`config.mk`:
```
export PLATFORM = sky130hd
export DESIGN_NAME = serial_adder
export DESIGN_NICKNAME = d
export VERILOG_FILES = /design/src/rtl/serial_adder_pkg.sv /design/src/rtl/serial_adder_full_adder.sv /design/src/rtl/serial_adder.sv
export SDC_FILE = /design/constraint.sdc
export NUM_CORES = 1
export LEC_CHECK = 0
export BUFFER_PORTS_ARGS = -buffer_cell sky130_fd_sc_hd__buf_2
export CORE_ASPECT_RATIO = 0.5
export CORE_MARGIN = 2
export CORE_UTILIZATION = 50
export CTS_BUF_LIST = sky130_fd_sc_hd__clkbuf_4 sky130_fd_sc_hd__clkbuf_8 sky130_fd_sc_hd__clkbuf_16
export DETAILED_ROUTE_END_ITERATION = 10
export PLACE_DENSITY = 0.73
export SYNTH_ARGS = -nofsm -noshare
export SYNTH_HDL_FRONTEND = slang
export SYNTH_HIERARCHICAL = 1
export SYNTH_SLANG_ARGS = --single-unit
```
`constraint.sdc`:
```
create_clock -name clk -period 3.5 [get_ports clk]
set_input_delay 0.7 -clock clk [delete_from_list [all_inputs] [get_ports clk]]
set_output_delay 0.7 -clock clk [all_outputs]
set_load 0.05 [all_outputs]
```
`src/rtl/serial_adder_pkg.sv`:
```
// Shared types and helpers for the bit-serial adder.
//   state_t       : FSM state encoding (IDLE, RUN, DONE)
//   cnt_width()   : bit-counter width for a given operand width, never below 1
package serial_adder_pkg;

  typedef enum logic [1:0] {
    IDLE = 2'd0,
    RUN  = 2'd1,
    DONE = 2'd2
  } state_t;

  function automatic int cnt_width(input int width);
    return (width <= 2) ? 1 : $clog2(width);
  endfunction

endpackage

```
`src/rtl/serial_adder_full_adder.sv`:
```
// Single-bit combinational full adder used as the per-bit cell of serial_adder.
//   a, b, cin : operand bits and carry-in
//   sum, cout : sum bit and carry-out
module full_adder (
  input  logic a,
  input  logic b,
  input  logic cin,
  output logic sum,
  output logic cout
);

  assign sum  = a ^ b ^ cin;
  assign cout = (a & b) | (a & cin) | (b & cin);

endmodule

```
`src/rtl/serial_adder.sv`:
```
// Bit-serial WIDTH-bit adder: captures a, b, cin on an accepted start, then
// adds one bit per clock (LSB first) through one full_adder with a registered
// carry. sum/cout/ovf are loaded on the last RUN edge and held until the next
// operation completes; done pulses for one cycle when they become valid.
//   clk, rst  : clock, synchronous active-high reset
//   start     : request, accepted in IDLE and in the DONE cycle
//   a, b, cin : operands, captured on accepted start
//   busy      : high in RUN and DONE
//   done      : one-cycle result-valid pulse
//   sum, cout : (a+b+cin) mod 2^WIDTH and carry out of the MSB
//   ovf       : signed overflow (carry into MSB xor carry out)
//
// state | meaning
// IDLE  | waiting for start
// RUN   | one operand bit processed per edge
// DONE  | result valid, done=1 for this cycle
module serial_adder
  import serial_adder_pkg::*;
#(
  parameter int WIDTH = 8
) (
  input  logic             clk,
  input  logic             rst,
  input  logic             start,
  input  logic [WIDTH-1:0] a,
  input  logic [WIDTH-1:0] b,
  input  logic             cin,
  output logic             busy,
  output logic             done,
  output logic [WIDTH-1:0] sum,
  output logic             cout,
  output logic             ovf
);

  localparam int CNT_W = cnt_width(WIDTH);
  localparam logic [CNT_W-1:0] CNT_LAST = CNT_W'(WIDTH - 1);

  state_t state, state_nx;

  logic [WIDTH-1:0] a_sh, b_sh, sum_sh;
  logic             carry;
  logic [CNT_W-1:0] cnt;
  logic             load, last;
  logic             fa_sum, fa_cout;

  full_adder u_fa (
    .a    (a_sh[0]),
    .b    (b_sh[0]),
    .cin  (carry),
    .sum  (fa_sum),
    .cout (fa_cout)
  );

  always_ff @(posedge clk) begin
    if (rst) state <= IDLE;
    else     state <= state_nx;
  end

  // The DONE cycle also accepts start so back-to-back requests issue every
  // WIDTH+1 edges; start arriving during RUN is dropped.
  always_comb begin
    state_nx = state;
    load     = 1'b0;
    last     = 1'b0;
    busy     = 1'b0;
    done     = 1'b0;
    case (state)
      IDLE: begin
        if (start) begin
          load     = 1'b1;
          state_nx = RUN;
        end
      end
      RUN: begin
        busy = 1'b1;
        if (cnt == CNT_LAST) begin
          last     = 1'b1;
          state_nx = DONE;
        end
      end
      DONE: begin
        busy = 1'b1;
        done = 1'b1;
        if (start) begin
          load     = 1'b1;
          state_nx = RUN;
        end else begin
          state_nx = IDLE;
        end
      end
      default: state_nx = IDLE;
    endcase
  end

  always_ff @(posedge clk) begin
    if (rst) begin
      a_sh   <= '0;
      b_sh   <= '0;
      sum_sh <= '0;
      carry  <= 1'b0;
      cnt    <= '0;
      sum    <= '0;
      cout   <= 1'b0;
      ovf    <= 1'b0;
    end else if (load) begin
      a_sh   <= a;
      b_sh   <= b;
      carry  <= cin;
      cnt    <= '0;
      sum_sh <= '0;
    end else if (state == RUN) begin
      a_sh   <= a_sh >> 1;
      b_sh   <= b_sh >> 1;
      sum_sh <= {fa_sum, sum_sh[WIDTH-1:1]};
      carry  <= fa_cout;
      cnt    <= cnt + 1'b1;
      if (last) begin
        sum  <= {fa_sum, sum_sh[WIDTH-1:1]};
        cout <= fa_cout;
        // carry still holds the carry into the MSB on this edge
        ovf  <= carry ^ fa_cout;
      end
    end
  end

endmodule

```
==> results.rst, run 1 <==
.. list-table::
   :header-rows: 1

   * - Metric
     - Value
   * - Outcome
     - finished, final reports clean
   * - Combinational share of power
     - between 10% and 20%
   * - Highest ir drop seen on vdd
     - 0.206 mV
   * - PortBufs
     - 31
   * - Core occupancy in the finished layout
     - 59.7%
   * - Mean instance size in the synthesized netlist
     - 10.1 um2
   * - Worst hold path type
     - flip-flop to flip-flop
   * - Row cnt
     - 15
   * - Number of max-slew violations in the final report
     - 0
   * - Capturing element type of the critical path
     - flip-flop
   * - Highest-count cells in the layout ignoring fill and taps
     - 39 x sky130_fd_sc_hd__dfxtp_1, 33 x sky130_fd_sc_hd__mux2i_1, 31 x sky130_fd_sc_hd__buf_2, 25 x sky130_fd_sc_hd__nor2_1, 20 x sky130_fd_sc_hd__nand2b_1
   * - Area grow syn2layout
     - 14.7%
   * - Hold buffer count at CTS
     - 0
   * - Clock network latency to the later pin of the worst-skew pair
     - approximately 0.29 ns
   * - Die Footprint
     - between 4000 and 5000 um2
   * - Residual antenna-violating net count after detailed routing
     - 0
   * - Clock network fraction of total power
     - 33.2%
   * - # nets final
     - about 230
   * - Final period util
     - 68.9%
   * - Clock transition at the registers of the reported paths
     - 0.07 ns
   * - Slew margin rel.
     - between 40% and 50%
   * - TritonCTS Sinks
     - 39
   * - First-iteration detailed-routing DRC count
     - 46
   * - Die extent in y
     - around 46 um
   * - Number of antenna repair diodes
     - 0
   * - Async set-or-reset flop fraction in the synthesized netlist
     - 0%
   * - Slew at the pin closest to its max-slew limit
     - between 0.7 and 0.8 ns
   * - Number of failing setup endpoints in the final timing report
     - 0
   * - Number of antenna violations at the first check in global routing
     - 0
   * - Max frequency
     - 0.415 GHz
   * - Drt via density
     - 4.91
   * - FF+latch count, synth
     - 39
   * - Remaining DRCs
     - 0
   * - Count of flip-flops with a built-in enable after synthesis
     - 0
   * - Num ports
     - 32
   * - Gate count of the mapped netlist
     - about 180
   * - Internal power consumption
     - about 0.00074 W
   * - Overall track demand over capacity in global routing
     - 16.5%
   * - Number of library cell types mapped by synthesis
     - 24
   * - Resized cells post-CTS
     - 0
   * - Maximum number of pins on one net before global-route repair
     - 40
   * - Period minus WS final
     - approximately 2.4 ns
   * - CORE AREA
     - around 3400 um2
   * - Post-CTS repair timing setup buffer count
     - 0
   * - Total length of routed wires
     - slightly below 3 mm
   * - Start-to-end type of the worst setup path
     - flip-flop to flip-flop
   * - Reported max-cap violation count
     - 0
   * - Seq pwr share
     - around half
   * - Wire length of the first global-routing pass
     - 4.88 mm
   * - Fill cell instance count of the final layout
     - ~330
   * - Switching power total
     - roughly 0.00026 W
   * - Most common cell after layout, fill and taps aside
     - sky130_fd_sc_hd__dfxtp_1
   * - Final worst clock skew
     - 0.00516 ns
   * - Routed length per instance
     - around 12 um
   * - CTS H-Tree Depth
     - 2
   * - Sw Share
     - 26.3%
   * - Cell area power density
     - 489 nW/um2
   * - Final GP Congestion
     - about 0.72
   * - Fin Setup TNS
     - 0 ns
   * - Portion of the post-synthesis area used by sequential elements
     - a little over two fifths
   * - Synth Flop Type
     - sky130_fd_sc_hd__dfxtp_1
   * - Starting Density
     - around 52%
   * - Leakage power total
     - a little under 0.8 nW
   * - Post-Syn Area
     - 1780 um2
   * - Global-route congestion overflow total
     - 0
   * - Number of global-route vias before repair
     - 1123
   * - Clock tree root buffer cell
     - sky130_fd_sc_hd__clkbuf_8
   * - Buffer depth of the longest clock path
     - 2
   * - Horiz. Die Dim
     - around 88 um
   * - TritonCTS clock tree
     - yes
   * - Cts bufs inserted
     - 5
   * - Critical Path AT
     - about 2.6 ns
   * - Fraction of final layout cells sized beyond drive strength 1
     - 20.6%
   * - Crit Path Max Fanout
     - 35
   * - Vias after detailed routing
     - roughly 1300
   * - Required time reported for the critical path endpoint
     - approximately 3.7 ns
   * - Nets in the synthesized netlist
     - a little over 200
   * - Setup repair after global routing missed its margin
     - false
   * - Placed wire-length estimate after detailed placement
     - approximately 2 mm
   * - CP Launch Type
     - flip-flop
   * - Synth warnings
     - 6
   * - Count of final hold-check violations
     - 0
   * - DRT Pass-1 Iters
     - 4
per-layer routing:
metal	part of all wire, %	track usage [%]
met5	0	0
met4	1.2	7.27
met3	4.2	5.91
met2	46	28.6
met1	48	18.9
worst paths after layout:
check | start | to | cells past startpoint | slack, ns
min | sum[1] | sum[1] | 2 | 0.47
max | state[0] | sum[6] | 5 | 1.09
min reg2reg | sum[1] | sum[1] | 2 | 0.47
max reg2reg | state[0] | sum[6] | 5 | 1.09
cell type report:
type / instances / area [um2] / share of cell area [%]
clock buffer: 8 / 104 / 5.09
inverter: 3 / 11.3 / 0.552
multi-input combinational: 122 / 917 / 45.0
sequential: 39 / 781 / 38.3
tap: 51 / 63.8 / 3.13
timing repair buffer: 32 / 163 / 7.98
sequential cells by signal, indices dropped and copies added (netlist names):
| signal | cells |
|---|---|
| a_sh | 8 |
| b_sh | 8 |
| carry | 1 |
| cnt | 3 |
| cout | 1 |
| ovf | 1 |
| state | 2 |
| sum | 8 |
| sum_sh | 7 |
metrics by stage:
step                instance area (um2)  power, W  worst slack [ns]  hold WS (ns)  cells
detailed placement                 1940  0.000678              1.03         0.461    247
CTS                                2040   0.00101              1.03         0.479    255
global route                       2040   0.00105             0.868         0.492    255
global placement                   1940  0.000673              1.18         0.456    247
finish                             2040  0.000998              1.09         0.472    255
floorplan                          1780  0.000648              1.77         0.451    176
worst max-delay path, cell delays in order, from the launching register on:
cell and delay, ns:
sky130_fd_sc_hd__dfxtp_1 0.41, sky130_fd_sc_hd__inv_1 0.09, sky130_fd_sc_hd__ha_1 0.27, sky130_fd_sc_hd__o21ai_4 0.65
sky130_fd_sc_hd__and3_1 0.63, sky130_fd_sc_hd__mux2i_1 0.27
logic make-up (layout without fill, tap and decap cells):
kind of cell / after synthesis / count (layout) / synth area share [%]
and+or+nand+nor: 53 / 53 / 15.1
DFF: 39 / 39 / 43.9
xor gates and xnor gates: 2 / 2 / 0.985
muxes: 33 / 33 / 18.6
buffers and inverters: 15 / 43 / 4.50
adders and majority gates: 8 / 8 / 6.05
AOI/OAI and AO/OA: 26 / 26 / 10.9
synthesized netlist by cell type, types with 3 or more instances:
| cell | n | area, um2 |
|---|---|---|
| sky130_fd_sc_hd__buf_4 | 4 | 30.0 |
| sky130_fd_sc_hd__a21oi_1 | 4 | 20.0 |
| sky130_fd_sc_hd__nand3b_1 | 3 | 22.5 |
| sky130_fd_sc_hd__ha_1 | 7 | 87.6 |
| sky130_fd_sc_hd__nand2b_1 | 20 | 125 |
| sky130_fd_sc_hd__nor2_1 | 25 | 93.8 |
| sky130_fd_sc_hd__a211oi_1 | 15 | 113 |
| sky130_fd_sc_hd__mux2i_1 | 33 | 330 |
| sky130_fd_sc_hd__inv_1 | 3 | 11.3 |
| sky130_fd_sc_hd__dfxtp_1 | 39 | 781 |
| sky130_fd_sc_hd__clkbuf_1 | 6 | 22.5 |
power by group through the flow:
| stage | sequential [W] | clock, W | combinational (W) |
|---|---|---|---|
| 2_1_floorplan | 0.000498 | 0 | 0.000150 |
| 3_3_place_gp | 0.000501 | 0 | 0.000171 |
| 3_5_place_dp | 0.000503 | 0 | 0.000175 |
| 4_1_cts | 0.000493 | 0.000343 | 0.000176 |
| 5_1_grt | 0.000497 | 0.000359 | 0.000194 |
| 6_report | 0.000493 | 0.000331 | 0.000175 |
No activity file was read; power rests on OpenSTA's default activity.
==> run 2, diff against run 1 <==
Settings changed: CORE_UTILIZATION 50 to 49, PLACE_DENSITY 0.73 to 0.74.
Clock period 3.5 ns to 1.9 ns, I/O delays scaled along.
==> results.rst, run 2 (synthesis results as in run 1) <==
.. list-table::
   :header-rows: 1

   * - Metric
     - Value
   * - Clock network fraction of total power
     - between 30% and 40%
   * - Hold buffer count at CTS
     - 0
   * - Drt via density
     - 4.96
   * - Seq pwr share
     - just over 50%
   * - Critical register-to-register path endpoint
     - sum_sh[3]
   * - Placed wire-length estimate after detailed placement
     - between 2 and 2.5 mm
   * - Highest ir drop seen on vdd
     - roughly 0.49 mV
   * - CP Launch Type
     - flip-flop
   * - Critical Path AT
     - between 1 and 1.5 ns
   * - First-iteration detailed-routing DRC count
     - 28
   * - Final period util
     - approximately 90%
   * - Worst setup slack for register-to-register paths
     - 0.24 ns
   * - Vias after detailed routing
     - ~1300
   * - Final worst clock skew
     - a little over 0.004 ns
   * - # nets final
     - 236
   * - Slowest cell on the critical path
     - sky130_fd_sc_hd__dfxtp_1
   * - Clock transition at the registers of the reported paths
     - 0.07 ns
   * - Setup repair after global routing missed its margin
     - false
   * - Required time reported for the critical path endpoint
     - 1.52 ns
   * - Largest registers
     - a_sh x8, b_sh x8, sum x8
   * - Die Footprint
     - between 4000 and 5000 um2
   * - Cell area power density
     - 867 nW/um2
   * - TritonCTS Sinks
     - 39
   * - Origin of the critical flop-to-flop path
     - state[0]
   * - Number of max-slew violations in the final report
     - 0
   * - Critical path startpoint
     - state[0]
   * - Cell chain of the critical path
     - inv_1 > ha_1 > buf_2
   * - Num ports
     - 32
   * - Die extent in y
     - 46.6 um
   * - Internal power consumption
     - about 0.0013 W
   * - Switching power total
     - between 0.0004 and 0.0005 W
   * - Overall track demand over capacity in global routing
     - between 15 and 20%
   * - CTS H-Tree Depth
     - 2
   * - Number of antenna repair diodes
     - 0
   * - Area grow syn2layout
     - 16.0%
   * - Worst hold path type
     - input pin to flip-flop
   * - Sw Share
     - a little over a quarter
   * - Wire length of the first global-routing pass
     - around 5.1 mm
   * - Remaining DRCs
     - 0
   * - Crit Path Max Fanout
     - 5
   * - Count of final hold-check violations
     - 0
   * - PortBufs
     - 31
   * - Maximum number of pins on one net before global-route repair
     - 35
   * - Worst Setup EP
     - busy
   * - Buffer depth of the longest clock path
     - 2
   * - Horiz. Die Dim
     - slightly below 90 um
   * - Worst Setup Slack post-DPL
     - 0.117 ns
   * - Number of global-route vias before repair
     - 1170
   * - Post-CTS repair timing setup buffer count
     - 0
   * - Fraction of final layout cells sized beyond drive strength 1
     - 22.6%
   * - TritonCTS clock tree
     - yes
   * - Peak per-stage delay on the critical path
     - around 0.40 ns
   * - Cts bufs inserted
     - 5
   * - Number of failing setup endpoints in the final timing report
     - 0
   * - Slew margin rel.
     - 78.6%
   * - Reported max-cap violation count
     - 0
   * - Routed length per instance
     - around 12 um
   * - CORE AREA
     - 3450 um2
   * - Fin Setup TNS
     - 0 ns
   * - Most common cell after layout, fill and taps aside
     - sky130_fd_sc_hd__dfxtp_1
   * - Outcome
     - finished, final reports clean
   * - Residual antenna-violating net count after detailed routing
     - 0
   * - Total length of routed wires
     - approximately 3 mm
   * - Combinational share of power
     - between 10% and 20%
   * - Start-to-end type of the worst setup path
     - flip-flop to output pin
   * - Row cnt
     - 15
   * - Clock network latency to the later pin of the worst-skew pair
     - between 0.2 and 0.3 ns
   * - Capturing element type of the critical path
     - output pin
   * - Max frequency
     - approximately 0.58 GHz
   * - Final worst setup slack
     - between 0.15 and 0.2 ns
   * - R2R depth
     - 6
   * - Final GP Congestion
     - 0.741
   * - Slew at the pin closest to its max-slew limit
     - approximately 0.32 ns
   * - Clock tree root buffer cell
     - sky130_fd_sc_hd__clkbuf_8
   * - Highest-count cells in the layout ignoring fill and taps
     - 39 x sky130_fd_sc_hd__dfxtp_1, 33 x sky130_fd_sc_hd__mux2i_1, 31 x sky130_fd_sc_hd__buf_2, 25 x sky130_fd_sc_hd__nor2_1, 19 x sky130_fd_sc_hd__nand2b_1
   * - Number of antenna violations at the first check in global routing
     - 0
   * - Global-route congestion overflow total
     - 0
   * - Period minus WS final
     - ~1.7 ns
   * - DRT Pass-1 Iters
     - 4
   * - Starting Density
     - around half
   * - Leakage power total
     - approximately 0.81 nW
==> run 2: metrics by stage <==
step	hold slack, ns	instances	instance area [um2]	util, %	total power (W)
detailed placement	0.460	252	1970	57.1	0.00126
global route	0.359	259	2060	59.7	0.00188
finish	0.341	259	2060	59.7	0.00179
CTS	0.337	259	2060	59.7	0.00181
global placement	0.455	252	1970	57.1	0.00125
floorplan	0.451	176	1780	-	0.00119
==> run 2: timing repair <==
action | CTS | global route
setup endpoints to repair | 0 | 10
gates resized for setup | 0 | 1
endpoints found under the hold margin | 0 | 0
==> run 2: worst max-delay path: cells and delay by family, from the launching register on <==
| family | cells | cell delay (ns) |
|---|---|---|
| buf+inv | 2 | 0.36 |
| flops | 1 | 0.40 |
| fa+ha+maj | 1 | 0.30 |
==> run 2: per-layer routing <==
| metal | part of all wire (%) | vias to the layer above | routed length [um] | global-route usage, % |
|---|---|---|---|---|
| li1 | - | 673 | - | - |
| met1 | 48 | 582 | 1450 | 20.6 |
| met2 | 47 | 26 | 1420 | 27.9 |
| met3 | 4.3 | 4 | 130 | 4.84 |
| met4 | 1.3 | 0 | 40 | 6.27 |
| met5 | 0 | - | 0 | 0 |
==> run 2: cell type report <==
class,count,area [um2]
multi-input combinational,122,920
sequential,39,781
clock buffer,6,82.6
tap,51,63.8
timing repair buffer,37,200
fill,342,1390
inverter,3,11.3
clock inverter,1,5.00
==> run 2: power by group through the flow <==
stage	Sequential [W]	Combinational (W)	Clock, W
2_1_floorplan	0.000917	0.000276	0
6_report	0.000907	0.000335	0.000547
4_1_cts	0.000907	0.000337	0.000570
3_3_place_gp	0.000923	0.000323	0
5_1_grt	0.000915	0.000373	0.000595
3_5_place_dp	0.000926	0.000335	0
==> run 2: worst min path at each step <==
stage / start / endpoint / cells after the start
6_report: a[7] / a_sh[7] / 3
5_1_grt: b[7] / b_sh[7] / 3
4_1_cts: a[7] / a_sh[7] / 3
3_5_place_dp: sum[3] / sum[3] / 2
3_3_place_gp: sum[1] / sum[1] / 2
2_1_floorplan: sum_sh[1] / sum[0] / 2
